--- config.mk ---
export PLATFORM = sky130hd
export DESIGN_NAME = instr_fetch_buffer_flat
export DESIGN_NICKNAME = d
export VERILOG_FILES = /design/src/rtl/instr_fetch_buffer_pkg.sv /design/src/rtl/instr_fetch_buffer_if.sv /design/src/rtl/instr_fetch_buffer_fetch_fifo.sv /design/src/rtl/instr_fetch_buffer.sv /design/src/flat_wrapper.sv
export SDC_FILE = /design/constraint.sdc
export NUM_CORES = 1
export LEC_CHECK = 0
export BUFFER_PORTS_ARGS = -buffer_cell sky130_fd_sc_hd__buf_2
export CORE_UTILIZATION = 45
export DETAILED_ROUTE_END_ITERATION = 8
export PLACE_DENSITY = 0.74
export SLEW_MARGIN = 0
export SYNTH_ARGS = -nofsm -noshare
export SYNTH_HDL_FRONTEND = slang
export SYNTH_SLANG_ARGS = --single-unit
--- constraint.sdc ---
create_clock -name clk -period 4.65 [get_ports clk]
set_input_delay 0.6975 -clock clk [delete_from_list [all_inputs] [get_ports clk]]
set_output_delay 0.6975 -clock clk [all_outputs]
set_load 0.05 [all_outputs]
--- src/rtl/instr_fetch_buffer_pkg.sv ---
// instr_fetch_buffer_pkg: default fetch geometry and the QUIT / slp-nop opcode bytes shared by fetch, decoder and benches
package instr_fetch_buffer_pkg;
  localparam int DEF_ADDR_WIDTH = 4;
  localparam int DEF_WORD_WIDTH = 8;
  localparam int DEF_DEPTH = 4;
  localparam logic [7:0] QUIT = 8'h0E;
  localparam logic [7:0] NOP = 8'h00;
endpackage

--- src/rtl/instr_fetch_buffer_if.sv ---
// instr_fetch_buffer_if: ROM bus (rom_addr/rom_data), decoder handshake (instr/instr_pc/instr_valid/instr_ready) and control (fetch_en/redirect/redirect_addr); master = fetch stage, slave = ROM+decoder side
interface instr_fetch_buffer_if import instr_fetch_buffer_pkg::*; #(
  parameter int ADDR_WIDTH = DEF_ADDR_WIDTH,
  parameter int WORD_WIDTH = DEF_WORD_WIDTH
);
  logic fetch_en;
  logic [ADDR_WIDTH-1:0] rom_addr;
  logic [WORD_WIDTH-1:0] rom_data;
  logic [WORD_WIDTH-1:0] instr;
  logic [ADDR_WIDTH-1:0] instr_pc;
  logic instr_valid;
  logic instr_ready;
  logic redirect;
  logic [ADDR_WIDTH-1:0] redirect_addr;
  modport master (
    input fetch_en, rom_data, instr_ready, redirect, redirect_addr,
    output rom_addr, instr, instr_pc, instr_valid
  );
  modport slave (
    output fetch_en, rom_data, instr_ready, redirect, redirect_addr,
    input rom_addr, instr, instr_pc, instr_valid
  );
endinterface

--- src/rtl/instr_fetch_buffer_fetch_fifo.sv ---
// fetch_fifo: {pc, instr} prefetch FIFO; ports clk, reset (async active-low), push/push_pc/push_data, pop, clear, head_pc/head_data (0 when empty), count, empty
module fetch_fifo #(
  parameter int ADDR_WIDTH = 4,
  parameter int WORD_WIDTH = 8,
  parameter int DEPTH = 4,
  localparam int PW = $clog2(DEPTH)
) (
  input  logic                  clk,
  input  logic                  reset,
  input  logic                  push,
  input  logic                  pop,
  input  logic                  clear,
  input  logic [ADDR_WIDTH-1:0] push_pc,
  input  logic [WORD_WIDTH-1:0] push_data,
  output logic [ADDR_WIDTH-1:0] head_pc,
  output logic [WORD_WIDTH-1:0] head_data,
  output logic [PW:0]           count,
  output logic                  empty
);
  logic [PW:0] wr_ptr, rd_ptr;
  logic [ADDR_WIDTH+WORD_WIDTH-1:0] mem [DEPTH];
  assign count = wr_ptr - rd_ptr;
  assign empty = wr_ptr == rd_ptr;
  assign {head_pc, head_data} = empty ? '0 : mem[rd_ptr[PW-1:0]];
  always_ff @(posedge clk or negedge reset)
    if (!reset) begin
      wr_ptr <= '0;
      rd_ptr <= '0;
    end else if (clear) begin
      wr_ptr <= '0;
      rd_ptr <= '0;
    end else begin
      wr_ptr <= wr_ptr + (PW+1)'(push);
      rd_ptr <= rd_ptr + (PW+1)'(pop && !empty);
    end
  always_ff @(posedge clk)
    if (push && !clear) mem[wr_ptr[PW-1:0]] <= {push_pc, push_data};
  assert property (@(posedge clk) disable iff (!reset) !(push && count[PW]));
endmodule

--- src/rtl/instr_fetch_buffer.sv ---
// instr_fetch_buffer: ROM fetch stage with credit-limited prefetch FIFO; ports clk, reset (async active-low), bus (instr_fetch_buffer_if.master)
module instr_fetch_buffer import instr_fetch_buffer_pkg::*; #(
  parameter int ADDR_WIDTH = DEF_ADDR_WIDTH,
  parameter int WORD_WIDTH = DEF_WORD_WIDTH,
  parameter int DEPTH = DEF_DEPTH
) (
  input logic clk,
  input logic reset,
  instr_fetch_buffer_if.master bus
);
  localparam int PW = $clog2(DEPTH);
  logic [ADDR_WIDTH-1:0] pc, inflight_pc;
  logic inflight, pop, issue, empty;
  logic [PW:0] count;
  logic [PW+1:0] occ_after_pop;
  assign pop = bus.instr_valid & bus.instr_ready;
  // the read in flight already owns a FIFO slot, so it counts against the credit
  assign occ_after_pop = {1'b0, count} + (PW+2)'(inflight) - (PW+2)'(pop);
  assign issue = bus.fetch_en & ~bus.redirect & (occ_after_pop < (PW+2)'(DEPTH));
  assign bus.rom_addr = pc;
  assign bus.instr_valid = ~empty;
  fetch_fifo #(.ADDR_WIDTH(ADDR_WIDTH), .WORD_WIDTH(WORD_WIDTH), .DEPTH(DEPTH)) u_fifo (
    .clk       (clk),
    .reset     (reset),
    .push      (inflight & ~bus.redirect),
    .pop       (pop & ~bus.redirect),
    .clear     (bus.redirect),
    .push_pc   (inflight_pc),
    .push_data (bus.rom_data),
    .head_pc   (bus.instr_pc),
    .head_data (bus.instr),
    .count     (count),
    .empty     (empty)
  );
  always_ff @(posedge clk or negedge reset)
    if (!reset) begin
      pc <= '0;
      inflight <= 1'b0;
      inflight_pc <= '0;
    end else if (bus.redirect) begin
      pc <= bus.redirect_addr;
      inflight <= 1'b0;
    end else begin
      inflight <= issue;
      if (issue) begin
        inflight_pc <= pc;
        pc <= pc + 1'b1;
      end
    end
endmodule
--- src/flat_wrapper.sv ---
// flat-port wrapper written by rule: the top's interface ports become plain ports
module instr_fetch_buffer_flat import instr_fetch_buffer_pkg::*;
#(
  parameter int ADDR_WIDTH = DEF_ADDR_WIDTH,
  parameter int WORD_WIDTH = DEF_WORD_WIDTH,
  parameter int DEPTH = DEF_DEPTH
)
  (clk, reset, bus_fetch_en, bus_rom_data, bus_instr_ready, bus_redirect, bus_redirect_addr, bus_rom_addr, bus_instr, bus_instr_pc, bus_instr_valid);
  instr_fetch_buffer_if #(.ADDR_WIDTH(ADDR_WIDTH), .WORD_WIDTH(WORD_WIDTH)) bus_i ();
  input logic clk;
  input logic reset;
  input wire logic [$bits(bus_i.fetch_en)-1:0] bus_fetch_en;
  input wire logic [$bits(bus_i.rom_data)-1:0] bus_rom_data;
  input wire logic [$bits(bus_i.instr_ready)-1:0] bus_instr_ready;
  input wire logic [$bits(bus_i.redirect)-1:0] bus_redirect;
  input wire logic [$bits(bus_i.redirect_addr)-1:0] bus_redirect_addr;
  output wire logic [$bits(bus_i.rom_addr)-1:0] bus_rom_addr;
  output wire logic [$bits(bus_i.instr)-1:0] bus_instr;
  output wire logic [$bits(bus_i.instr_pc)-1:0] bus_instr_pc;
  output wire logic [$bits(bus_i.instr_valid)-1:0] bus_instr_valid;
  assign bus_i.fetch_en = bus_fetch_en;
  assign bus_i.rom_data = bus_rom_data;
  assign bus_i.instr_ready = bus_instr_ready;
  assign bus_i.redirect = bus_redirect;
  assign bus_i.redirect_addr = bus_redirect_addr;
  assign bus_rom_addr = bus_i.rom_addr;
  assign bus_instr = bus_i.instr;
  assign bus_instr_pc = bus_i.instr_pc;
  assign bus_instr_valid = bus_i.instr_valid;
  instr_fetch_buffer #(.ADDR_WIDTH(ADDR_WIDTH), .WORD_WIDTH(WORD_WIDTH), .DEPTH(DEPTH)) u_core (.clk(clk), .reset(reset), .bus(bus_i));
endmodule
# Word level (Yosys, flattened, before mapping)

Memories as Yosys holds them, arrays and structs flattened.
Index checks and enable logic that the tools add are counted.
Widths: inputs -> output; s select.

Register bits: 15
RAM bits: 48
Bits of input ports: 17
Output and inout port bits: 17
Logic and storage cells: 35
Memories: 1

Memories:

| memory            | words | bits a word | read ports | clocked after Yosys merged registers in | wr ports | RTL line                            | source |
|---|---|---|---|---|---|---|---|
| u_core.u_fifo.mem | 4     | 12          | 1          | 0                                       | 1        | instr_fetch_buffer_fetch_fifo.sv:21 | `logic [ADDR_WIDTH+WORD_WIDTH-1:0] mem [DEPTH];` |

$add $sub $neg: 6
Magnitude comparators: 1
Eq/ne operators: 1
Muxes and demuxes: 8
Bitwise logic cells: 7
Reduce and logical (&&, ||, !) cells: 6

Operator list:

| cell                | count |
|---|---|
| $mux 12             | 1 |
| $mux 4              | 2 |
| $add 3x1->3         | 2 |
| $mux 3              | 2 |
| $and 1x1->1         | 5 |
| $add 3x1->4         | 1 |
| $add 4x1->4 const B | 1 |
| $lt 4x3->1 const B  | 1 |
| $sub 4x1->4         | 1 |
| $eq 3x3->1          | 1 |
| $mux 1              | 3 |
| $sub 3x3->3         | 1 |
| $logic_and 1x1->1   | 2 |
| $logic_not 1->1     | 2 |
| $not 1->1           | 2 |
| $reduce_and 2->1    | 1 |
| $reduce_bool 2->1   | 1 |

# Longest topological paths before layout

Gate-level depths: netlist of run 1.

Word-level depth: 8
Mapped depth: 13
Depth with buffers taken out: 12

# Modules after synthesis

Synthesis of run 1 repeated with hierarchy kept, for this count alone.

Cell total of the unflattened synthesis: 178
Area total of the unflattened synthesis: 2874.0 µm²

By module, submodules not included:

| module             | instances | cells each | area an instance (µm²) | seq. area each (µm²) |
|---|---|---|---|---|
| fetch_fifo         | 1         | 112        | 2224.6                 | 1591.5 |
| instr_fetch_buffer | 1         | 66         | 649.4                  | 225.2 |

# Worst setup path before layout of run 1

No wires, ideal clock.

Path type: reg-to-reg
Start: register u_core.u_fifo.rd_ptr[1]
End: register u_core.pc[3] (netlist: u_core.bus.rom_addr[3])
Setup time: 0.082 ns
Arrival: 3.322 ns
Data required time: 4.568 ns
Path slack: 1.246 ns
Stages on the path, launching flop included: 11
Buffers on the path: 1
Period minus slack after synthesis: 3.404 ns
Path through: dfrtp_1 buf_1 inv_1 fa_1 xor3_2 ha_1 or3b_2 nor4_4 nor3_2 or3_1 a31oi_1

Cells in the longest elaborated chain, start to end: 7
Elaborated cells between the ends (all ways): 9
Classes of those cells: add/sub: 3; order compare: 1; eq/ne: 1; bitwise: 3; reduce/logical: 1

RTL lines:

| what                                                                | RTL line                            | source |
|---|---|---|
| start, declared                                                     | instr_fetch_buffer_fetch_fifo.sv:20 | `logic [PW:0] wr_ptr, rd_ptr;` |
| start signal, assigned                                              | instr_fetch_buffer_fetch_fifo.sv:34 | `rd_ptr <= rd_ptr + (PW+1)'(pop && !empty);` |
| parallel branches: the longest is 3 deep, another holds $add 3x1->4 | --                                  |  |
| $sub 4x1->4 *                                                       | instr_fetch_buffer.sv:18            | `assign occ_after_pop = {1'b0, count} + (PW+2)'(inflight) - (PW+2)'(pop);` |
| $lt 4x3->1 *                                                        | instr_fetch_buffer.sv:19            | `assign issue = bus.fetch_en & ~bus.redirect & (occ_after_pop < (PW+2)'(DEPTH));` |
| $and 1x1->1 *                                                       | instr_fetch_buffer.sv:19            |  |
| $reduce_bool 2->1 (no source line) *                                | --                                  |  |
| end signal, assigned                                                | instr_fetch_buffer.sv:41            | `pc <= bus.redirect_addr;` |
| end signal, assigned                                                | instr_fetch_buffer.sv:47            | `pc <= pc + 1'b1;` |
| end, declared                                                       | instr_fetch_buffer.sv:12            | `logic [ADDR_WIDTH-1:0] pc, inflight_pc;` |

Every way passes the cells marked *.
A chain may end at the register's enable or synchronous reset.

# Worst setup path in the final report of run 1

Start: register u_core.u_fifo.wr_ptr[0]
End: register u_core.pc[3] (netlist: u_core.bus.rom_addr[3])

Cells in the longest elaborated chain, start to end: 7
Elaborated cells between the ends (all ways): 9
Classes of those cells: add/sub: 3; order compare: 1; eq/ne: 1; bitwise: 3; reduce/logical: 1

RTL lines:

| what                                                                | RTL line                            | source |
|---|---|---|
| start, declared                                                     | instr_fetch_buffer_fetch_fifo.sv:20 |  |
| start signal, assigned                                              | instr_fetch_buffer_fetch_fifo.sv:33 | `wr_ptr <= wr_ptr + (PW+1)'(push);` |
| parallel branches: the longest is 3 deep, another holds $add 3x1->4 | --                                  |  |
| $sub 4x1->4 *                                                       | instr_fetch_buffer.sv:18            |  |
| $lt 4x3->1 *                                                        | instr_fetch_buffer.sv:19            |  |
| $and 1x1->1 *                                                       | instr_fetch_buffer.sv:19            |  |
| $reduce_bool 2->1 (no source line) *                                | --                                  |  |

Marks and branches as above.

==> impl_results.md, run 1 <==
* Nets@finish at 231
* Sum of overflow across all layers after global routing at 0
* IR drop worst, VDD at 0.224 mV
* Layout cells sized above 1 at 0.375
* Maximum clock skew at final layout at 7.32 ps
* Synthesized net count at 187
* Worst-Skew Late Latency at 330 ps
* Biggest fanout along the worst timing path at 6
* Least-Margin Pin Slew at 617 ps
* Summed instance area of the synthesized netlist at 2750 µm²
* Capturing element type of the critical path: flip-flop
* Share of the cycle needed by the critical path after routing at 0.721
* First-pass DRT Iterations at 4
* Proportion of synthesized area in mux cells at 0.118
* DRC violations left at 0
* Detailed placement HPWL at 2.97 mm
* Number of flip-flops and latches in the synthesized netlist at 63
* Initial cell density of the core at 0.465
* Standard-cell rows at 28
* Number of clock sinks seen by CTS at 63
* Hold buffer count at cts at 0
* Area fraction of the dominant cell type after synthesis at 0.523
* Result of the run: completed
* Yosys warning count at 0
* Clock Path Buffers at 2
* Setup slack of the most critical reg-to-reg path at 1300 ps
* Setup violations, final at 0
* Final TNS setup at 0 ps
* Most common library cell in the layout ignoring fill and taps: sky130_fd_sc_hd__edfxtp_1
* Cell chosen for the clock root: sky130_fd_sc_hd__clkbuf_8
* Via density at 5.12
* Reg clk slew, reported paths at 70 ps
* Max-slew violation count at 0
* Clock network fraction of total power at 0.349
* Part of the power in combinational logic at 0.133
* Most frequent cells in the layout: sky130_fd_sc_hd__edfxtp_1 (48), sky130_fd_sc_hd__buf_2 (33), sky130_fd_sc_hd__nor2b_1 (17)
* Maximum number of pins on one net before global-route repair at 16
* Gp weighted congestion at 0.764
* Total power divided by cell area at 406 nW/µm²
* Sequential share of power at 0.518
* Core region area at 5920 µm²
* Required @ worst endpoint at 4910 ps
* Number of placed I/O pins at 34
* Cell-internal power at 0.963 mW
* Post-synthesis simple-gate area fraction at 0.0986
* Final worst path period need at 3350 ps
* Clock buffers created by TritonCTS at 9
* Post-DRT Antenna Nets at 0
* Number of buffers inserted by post-CTS setup repair at 0
* Path category of the worst min-delay check: in2async
* Maximum capacitance violations at 0
* Mapped Cells at 159
* Design Area, Final at 3240 µm²
* Xor-xnor portion of the synthesized cell area at 0.0282
* Clock tree from TritonCTS: done
* RSZ-0062 raised after global routing: false
* Filler Cells Inserted at 486
* Net switching power of the design at 0.352 mW
* Htree depth at 3
* Register area share after synthesis at 0.660
* Minimum hold slack at 269 ps
* Hold violation count in the final report at 0
* Post-place instance area at 3040 µm²
* Number of instances in the placed design at 267
* Initial DRC count at 57
* Layout-stage area growth over the synthesis result at 17.5%
* Die span in y at 80.2 µm
* Count of input and output buffers at 33
* Static Leakage at 1.22 nW
* WS Path Type: reg2reg
* Worst max-slew margin expressed relative to the limit at 0.589
* Number of diodes added for antenna fixing at 0
* Number of library cell types mapped by synthesis at 35
* Area share of fa/ha/maj cells after synthesis at 0.0527
* Library cell with the largest summed area after synthesis: sky130_fd_sc_hd__edfxtp_1
* Routed via count at 1450
* Most area-consuming cells after synthesis: sky130_fd_sc_hd__edfxtp_1 (52%), sky130_fd_sc_hd__dfrtp_1 (14%), sky130_fd_sc_hd__mux4_2 (9.8%)
* Signal arrival time at the worst endpoint at 3610 ps
* Global-route wire length before repair at 7.24 mm
* Post-Syn Area per Cell at 17.3 µm²
* Fraction of the mapped netlist area in compound gates at 0.0245
* Total Routed Length at 4.46 mm
* Fmax at 298 MHz
* Floorplan die area at 6440 µm²
* Final Instance Count excl. Fillers at 283
* Largest family of logic cells by synthesized area: multiplexers
* Horiz. Die Dim at 80.2 µm
* PostCTS Resize Cnt at 0
* Routed wire per std cell at 15.7 µm
* GRT Overall Usage at 0.160
* Element type at the critical path start: flip-flop
* Fraction of power spent switching nets at 0.268
* Antenna violations before repair at 0
* Number of global-route vias before repair at 1480
cell type report:
cell class	count	area (µm²)	area share
clock buffers	9	124	0.0383
clock inverters	7	72.6	0.0224
inverters	9	33.8	0.0104
multi-input cells	83	900	0.278
flip-flops and latches	63	1820	0.561
well taps	75	93.8	0.0290
repair buffers	37	195	0.0603
synthesized netlist by cell type (all sizes together):
library cell / instances
a21oi: 1
a31oi: 1
and2: 1
and3: 3
buf: 2
clkbuf: 2
dfrtp: 15
edfxtp: 48
fa: 1
ha: 10
inv: 9
mux2: 4
mux2i: 1
mux4: 12
nand2: 2
nand3: 1
nand3b: 1
nor2: 5
nor2b: 17
nor3: 1
nor3b: 1
nor4: 4
nor4b: 1
o2111a: 1
o211a: 1
o211ai: 1
o21ai: 3
o31ai: 1
or3: 1
or3b: 1
xnor2: 3
xor2: 3
xor3: 1
metal layers:
metal,vias to the layer above,GRT usage,wire [µm]
met5,-,0,0
met4,0,0.0696,63
met3,8,0.0455,191
met2,38,0.257,2100
met1,711,0.203,2100
li1,693,-,-
sequential cells by signal (all words and copies together) (netlist names):
signal	count
u_core.inflight	1
u_core.u_fifo.rd_ptr	3
u_core.inflight_pc	4
u_core.u_fifo.wr_ptr	3
u_core.u_fifo.mem	48
u_core.bus.rom_addr	4
stage by stage:
step           utilization  setup WS (ps)  power [mW]
2_1_floorplan            -           1250       0.815
3_3_place_gp         0.513           1400       0.863
3_5_place_dp         0.513           1360       0.869
4_1_cts              0.546           1300        1.33
5_1_grt              0.546           1140        1.37
6_report             0.546           1300        1.31
power groups by stage:
stage	Combinational [mW]	Clock, mW	Sequential [mW]
after floorplan	0.113	0	0.702
after global placement	0.175	0	0.688
after detailed placement	0.177	0	0.692
after CTS	0.178	0.471	0.680
after global routing	0.191	0.498	0.685
final	0.175	0.459	0.681
kinds of logic after synthesis:
logic type | after synthesis
multiplexers | 17
XOR/XNOR | 7
adder cells (fa/ha/maj) | 11
AND/OR/NAND/NOR | 39
AO/OA/AOI/OAI | 9
flip-flops | 63
buffers and inverters | 13
path summary, 6_finish.rpt:
kind | startpoint | endpoint | depth (start not counted)
min reg2reg | u_core.inflight_pc[0] | u_core.u_fifo.mem[0][8] | 0
max reg2reg | u_core.u_fifo.wr_ptr[0] | u_core.bus.rom_addr[3] | 11
min | reset | u_core.bus.rom_addr[2] | 1
max | u_core.u_fifo.wr_ptr[0] | u_core.bus.rom_addr[3] | 11
min in group clk | u_core.inflight_pc[0] | u_core.u_fifo.mem[0][8] | 0
max in group asynchronous | reset | u_core.u_fifo.wr_ptr[1] | 1
critical path, cell delays in order, from the launching register on:
cell,delay (ps)
sky130_fd_sc_hd__dfrtp_1,420
sky130_fd_sc_hd__inv_1,130
sky130_fd_sc_hd__ha_1,170
sky130_fd_sc_hd__inv_1,50
sky130_fd_sc_hd__fa_1,350
sky130_fd_sc_hd__xor3_2,480
sky130_fd_sc_hd__ha_1,380
sky130_fd_sc_hd__or3b_2,510
sky130_fd_sc_hd__nor4_4,190
sky130_fd_sc_hd__nor3_2,110
sky130_fd_sc_hd__or3_1,350
sky130_fd_sc_hd__a31oi_1,160
No activity file was read; power rests on OpenSTA's default activity.
==> run 2: changes to the inputs <==
Settings changed: ABC_AREA set to 1, PLACE_DENSITY 0.74 to 0.77.
Clock period 4.65 ns to 2.8 ns, I/O delays scaled along.
==> run 2 against run 1 <==
  * Hold slack better by 29 ps
  * Clock-buffer cell count up 1
  * Synthesized cell count up 70%
  * Setup slack worse by 1000 ps
  * Clock skew up 1.5 ps
  * Die area up 4.6%
  * Non-clock buffer count up 5
  * Via count up 36%
  * Critical path depth up 4
  * Global-route usage up 2.7 points
  * Synthesized area up 4.7%
  * Core utilization up 1.5 points
==> impl_results.md, run 2 <==
* Routed wire per std cell at 13.9 µm (was 15.7 µm)
* Least-Margin Pin Slew at 364 ps (was 617 ps)
* Synthesized net count at 299 (was 187)
* Cell chosen for the clock root: sky130_fd_sc_hd__clkbuf_8 (unchanged)
* Number of buffers inserted by post-CTS setup repair at 0 (unchanged)
* RSZ-0062 raised after global routing: false (unchanged)
* Library cell with the largest summed area after synthesis: sky130_fd_sc_hd__edfxtp_1 (unchanged)
* Count of input and output buffers at 33 (unchanged)
* Area fraction of the dominant cell type after synthesis at 0.500 (was 0.523)
* Number of instances in the placed design at 377 (was 267)
* Clock Path Buffers at 2 (unchanged)
* IR drop worst, VDD at 0.528 mV (was 0.224 mV)
* Xor-xnor portion of the synthesized cell area at 0.0121 (was 0.0282)
* Via density at 5.01 (was 5.12)
* Die span in y at 82.1 µm (was 80.2 µm)
* Clock tree from TritonCTS: done (unchanged)
* Sum of overflow across all layers after global routing at 0 (unchanged)
* Path category of the worst min-delay check: in2reg (was in2async)
* Number of global-route vias before repair at 1904 (was 1480)
* Proportion of synthesized area in mux cells at 0 (was 0.118)
* Maximum number of pins on one net before global-route repair at 27 (was 16)
* Biggest fanout along the worst timing path at 10 (was 6)
* Minimum hold slack at 298 ps (was 269 ps)
* Post-DRT Antenna Nets at 0 (unchanged)
* Reg clk slew, reported paths at 70 ps (about the same)
* Dominant cell by count in the synthesized netlist: sky130_fd_sc_hd__nor2_1 (was sky130_fd_sc_hd__edfxtp_1)
* Horiz. Die Dim at 82.1 µm (was 80.2 µm)
* Post-layout total power at 2.40 mW (was 1.31 mW)
* Initial DRC count at 165 (was 57)
* Most common cell on crit path: sky130_fd_sc_hd__inv_1
* Signal arrival time at the worst endpoint at 2780 ps (was 3610 ps)
* Element type at the critical path start: flip-flop (unchanged)
* WS Path Type: reg2reg (unchanged)
* Share of the cycle needed by the critical path after routing at 0.900 (was 0.721)
* Fraction of the mapped netlist area in compound gates at 0.0794 (was 0.0245)
* Setup violations, final at 0 (unchanged)
* Yosys warning count at 0 (unchanged)
* Post-synthesis simple-gate area fraction at 0.175 (was 0.0986)
* Register area share after synthesis at 0.630 (was 0.660)
* Total power divided by cell area at 705 nW/µm² (was 406 nW/µm²)
* Number of diodes added for antenna fixing at 0 (unchanged)
* Critical path startpoint: u_core.u_fifo.wr_ptr[0] (unchanged)
* Hold_sp: bus_rom_data[7]
* Layout-stage area growth over the synthesis result at 18.0% (was 17.5%)
* Nets@finish at 342 (was 231)
* Final TNS setup at 0 ps (unchanged)
* Total Routed Length at 5.48 mm (was 4.46 mm)
* Fmax at 397 MHz (was 298 MHz)
* Maximum clock skew at final layout at 8.80 ps (was 7.32 ps)
* Detailed placement HPWL at 3.63 mm (was 2.97 mm)
* Antenna violations before repair at 0 (unchanged)
* Number of library cell types mapped by synthesis at 27 (was 35)
* Final Instance Count excl. Fillers at 394 (was 283)
* Htree depth at 3 (unchanged)
* Floorplan die area at 6730 µm² (was 6440 µm²)
* Most area-consuming cells after synthesis: sky130_fd_sc_hd__edfxtp_1 (50%), sky130_fd_sc_hd__dfrtp_1 (13%), sky130_fd_sc_hd__nor2_1 (7.4%) (was sky130_fd_sc_hd__edfxtp_1 (52%), sky130_fd_sc_hd__dfrtp_1 (14%), sky130_fd_sc_hd__mux4_2 (9.8%))
* Initial cell density of the core at 0.476 (was 0.465)
* Most common library cell in the layout ignoring fill and taps: sky130_fd_sc_hd__nor2_1 (was sky130_fd_sc_hd__edfxtp_1)
* Max FFs per register at 48 (unchanged)
* Required @ worst endpoint at 3060 ps (was 4910 ps)
* Summed instance area of the synthesized netlist at 2880 µm² (was 2750 µm²)
* Max-slew violation count at 0 (unchanged)
* Clock buffers created by TritonCTS at 9 (unchanged)
* Main synth FF type: sky130_fd_sc_hd__edfxtp_1 (unchanged)
* Number of flip-flops and latches in the synthesized netlist at 63 (unchanged)
* Share of flip-flops with an asynchronous set or reset at 0.238 (unchanged)
* Count of flip-flops with a built-in enable after synthesis at 48 (unchanged)
* Most numerous cell types in the synthesized netlist: sky130_fd_sc_hd__nor2_1 (57), sky130_fd_sc_hd__edfxtp_1 (48), sky130_fd_sc_hd__nand2_1 (33) (was sky130_fd_sc_hd__edfxtp_1 (48), sky130_fd_sc_hd__nor2b_1 (17), sky130_fd_sc_hd__dfrtp_1 (15))
* Routed via count at 1973 (was 1450)
* Area share of fa/ha/maj cells after synthesis at 0.0503 (was 0.0527)
* DRC violations left at 0 (unchanged)
* Largest family of logic cells by synthesized area: simple AND/OR/NAND/NOR gates (was multiplexers)
* Hold violation count in the final report at 0 (unchanged)
* Layout cells sized above 1 at 0.251 (was 0.375)
* Worst max-slew margin expressed relative to the limit at 0.757 (was 0.589)
* Maximum capacitance violations at 0 (unchanged)
* Standard-cell rows at 28 (unchanged)
* PostCTS Resize Cnt at 0 (unchanged)
* Mapped Cells at 271 (was 159)
* Number of placed I/O pins at 34 (unchanged)
* Global-route wire length before repair at 8.94 mm (was 7.24 mm)
* Worst-Skew Late Latency at 330 ps (about the same)
* Final worst path period need at 2520 ps (was 3350 ps)
* Post-Syn Area per Cell at 10.6 µm² (was 17.3 µm²)
* Worst flop-to-flop path startpoint: u_core.u_fifo.wr_ptr[0] (unchanged)
* Ordered cell list for the critical path: inv_1 -> ha_1 -> inv_1 -> fa_1 -> inv_1 -> nand3_2 -> nand2_2 -> ha_1 -> a21oi_1 -> nand2_2 -> nand3_2 -> nand3_4 -> inv_4 -> nand2_1 -> nand2_1 (was inv_1 -> ha_1 -> inv_1 -> fa_1 -> xor3_2 -> ha_1 -> or3b_2 -> nor4_4 -> nor3_2 -> or3_1 -> a31oi_1)
* First-pass DRT Iterations at 4 (unchanged)
* Min setup slack post-route at 281 ps (was 1300 ps)
* Most frequent cells in the layout: sky130_fd_sc_hd__nor2_1 (56), sky130_fd_sc_hd__edfxtp_1 (48), sky130_fd_sc_hd__nand2_1 (33), sky130_fd_sc_hd__buf_2 (33), sky130_fd_sc_hd__o21ai_0 (27) (was sky130_fd_sc_hd__edfxtp_1 (48), sky130_fd_sc_hd__buf_2 (33), sky130_fd_sc_hd__nor2b_1 (17))
* Gp weighted congestion at 0.793 (was 0.764)
* Number of clock sinks seen by CTS at 63 (unchanged)
* Capturing element type of the critical path: flip-flop (unchanged)
* Setup slack after placement at 280 ps (was 1360 ps)
* GRT Overall Usage at 0.187 (was 0.160)
* Static Leakage at 1.43 nW (was 1.22 nW)
* Hold buffer count at cts at 1 (was 0)
* Core region area at 6060 µm² (was 5920 µm²)
* Worst stage delay on the critical path at 410 ps (was 510 ps)
* Result of the run: completed (unchanged)
* Standard cell with the maximum stage delay on the critical path: sky130_fd_sc_hd__dfrtp_1 (was sky130_fd_sc_hd__or3b_2)
-- run 2: critical path, delay by kind of cell (launching register included) --
| kind | cells | cell delay (ps) |
|---|---|---|
| compound gates | 1 | 200 |
| simple gates | 7 | 690 |
| fa+ha+maj | 3 | 840 |
| buf+inv | 4 | 330 |
| flops | 1 | 410 |
-- run 2: through the flow --
step / area (µm²) / utilization
finish: 3400 / 0.562
global route: 3400 / 0.562
CTS: 3400 / 0.562
detailed placement: 3180 / 0.525
global placement: 3180 / 0.525
floorplan: 2930 / -
-- run 2: final cells by class --
cell class	count	area, µm²
clock inverter	6	85.1
multi-input combinational	172	945
inverter	26	100
tap	75	93.8
fill	491	2660
timing repair buffer	42	235
clock buffer	10	128
sequential	63	1820
-- run 2: layer usage --
metal,vias to the layer above,global-route usage,part of all wire
met5,-,0,0
met4,0,0.105,0.020
met3,10,0.0467,0.038
met2,37,0.300,0.51
met1,930,0.229,0.43
li1,996,-,-
-- run 2: path summary, 6_finish.rpt --
path                                            to  slack [ps]  cells after the start
setup / recovery             u_core.inflight_pc[0]         280                     15
hold / removal             u_core.u_fifo.mem[1][7]         300                      1
setup reg to reg             u_core.inflight_pc[0]         280                     15
hold reg to reg            u_core.u_fifo.mem[3][8]         550                      0
max in group asynchronous  u_core.u_fifo.wr_ptr[2]        2000                      2
min in group asynchronous    u_core.inflight_pc[1]         540                      2
-- run 2: cell families (layout without fill, tap and decap cells) --
kind of cell               Yosys count  count (layout)
and+or+nand+nor                    114             114
DFF                                 63              63
xor gates and xnor gates             4               4
buffers and inverters               36              84
adders and majority gates           11              11
AOI/OAI and AO/OA                   43              43
-- run 2: power breakdown --
part / total, mW / internal [mW] / switching (mW)
Combinational: 0.407 / 0.119 / 0.288
Sequential: 1.17 / 1.10 / 0.0667
Clock: 0.826 / 0.498 / 0.328
Total: 2.40 / 1.72 / 0.682
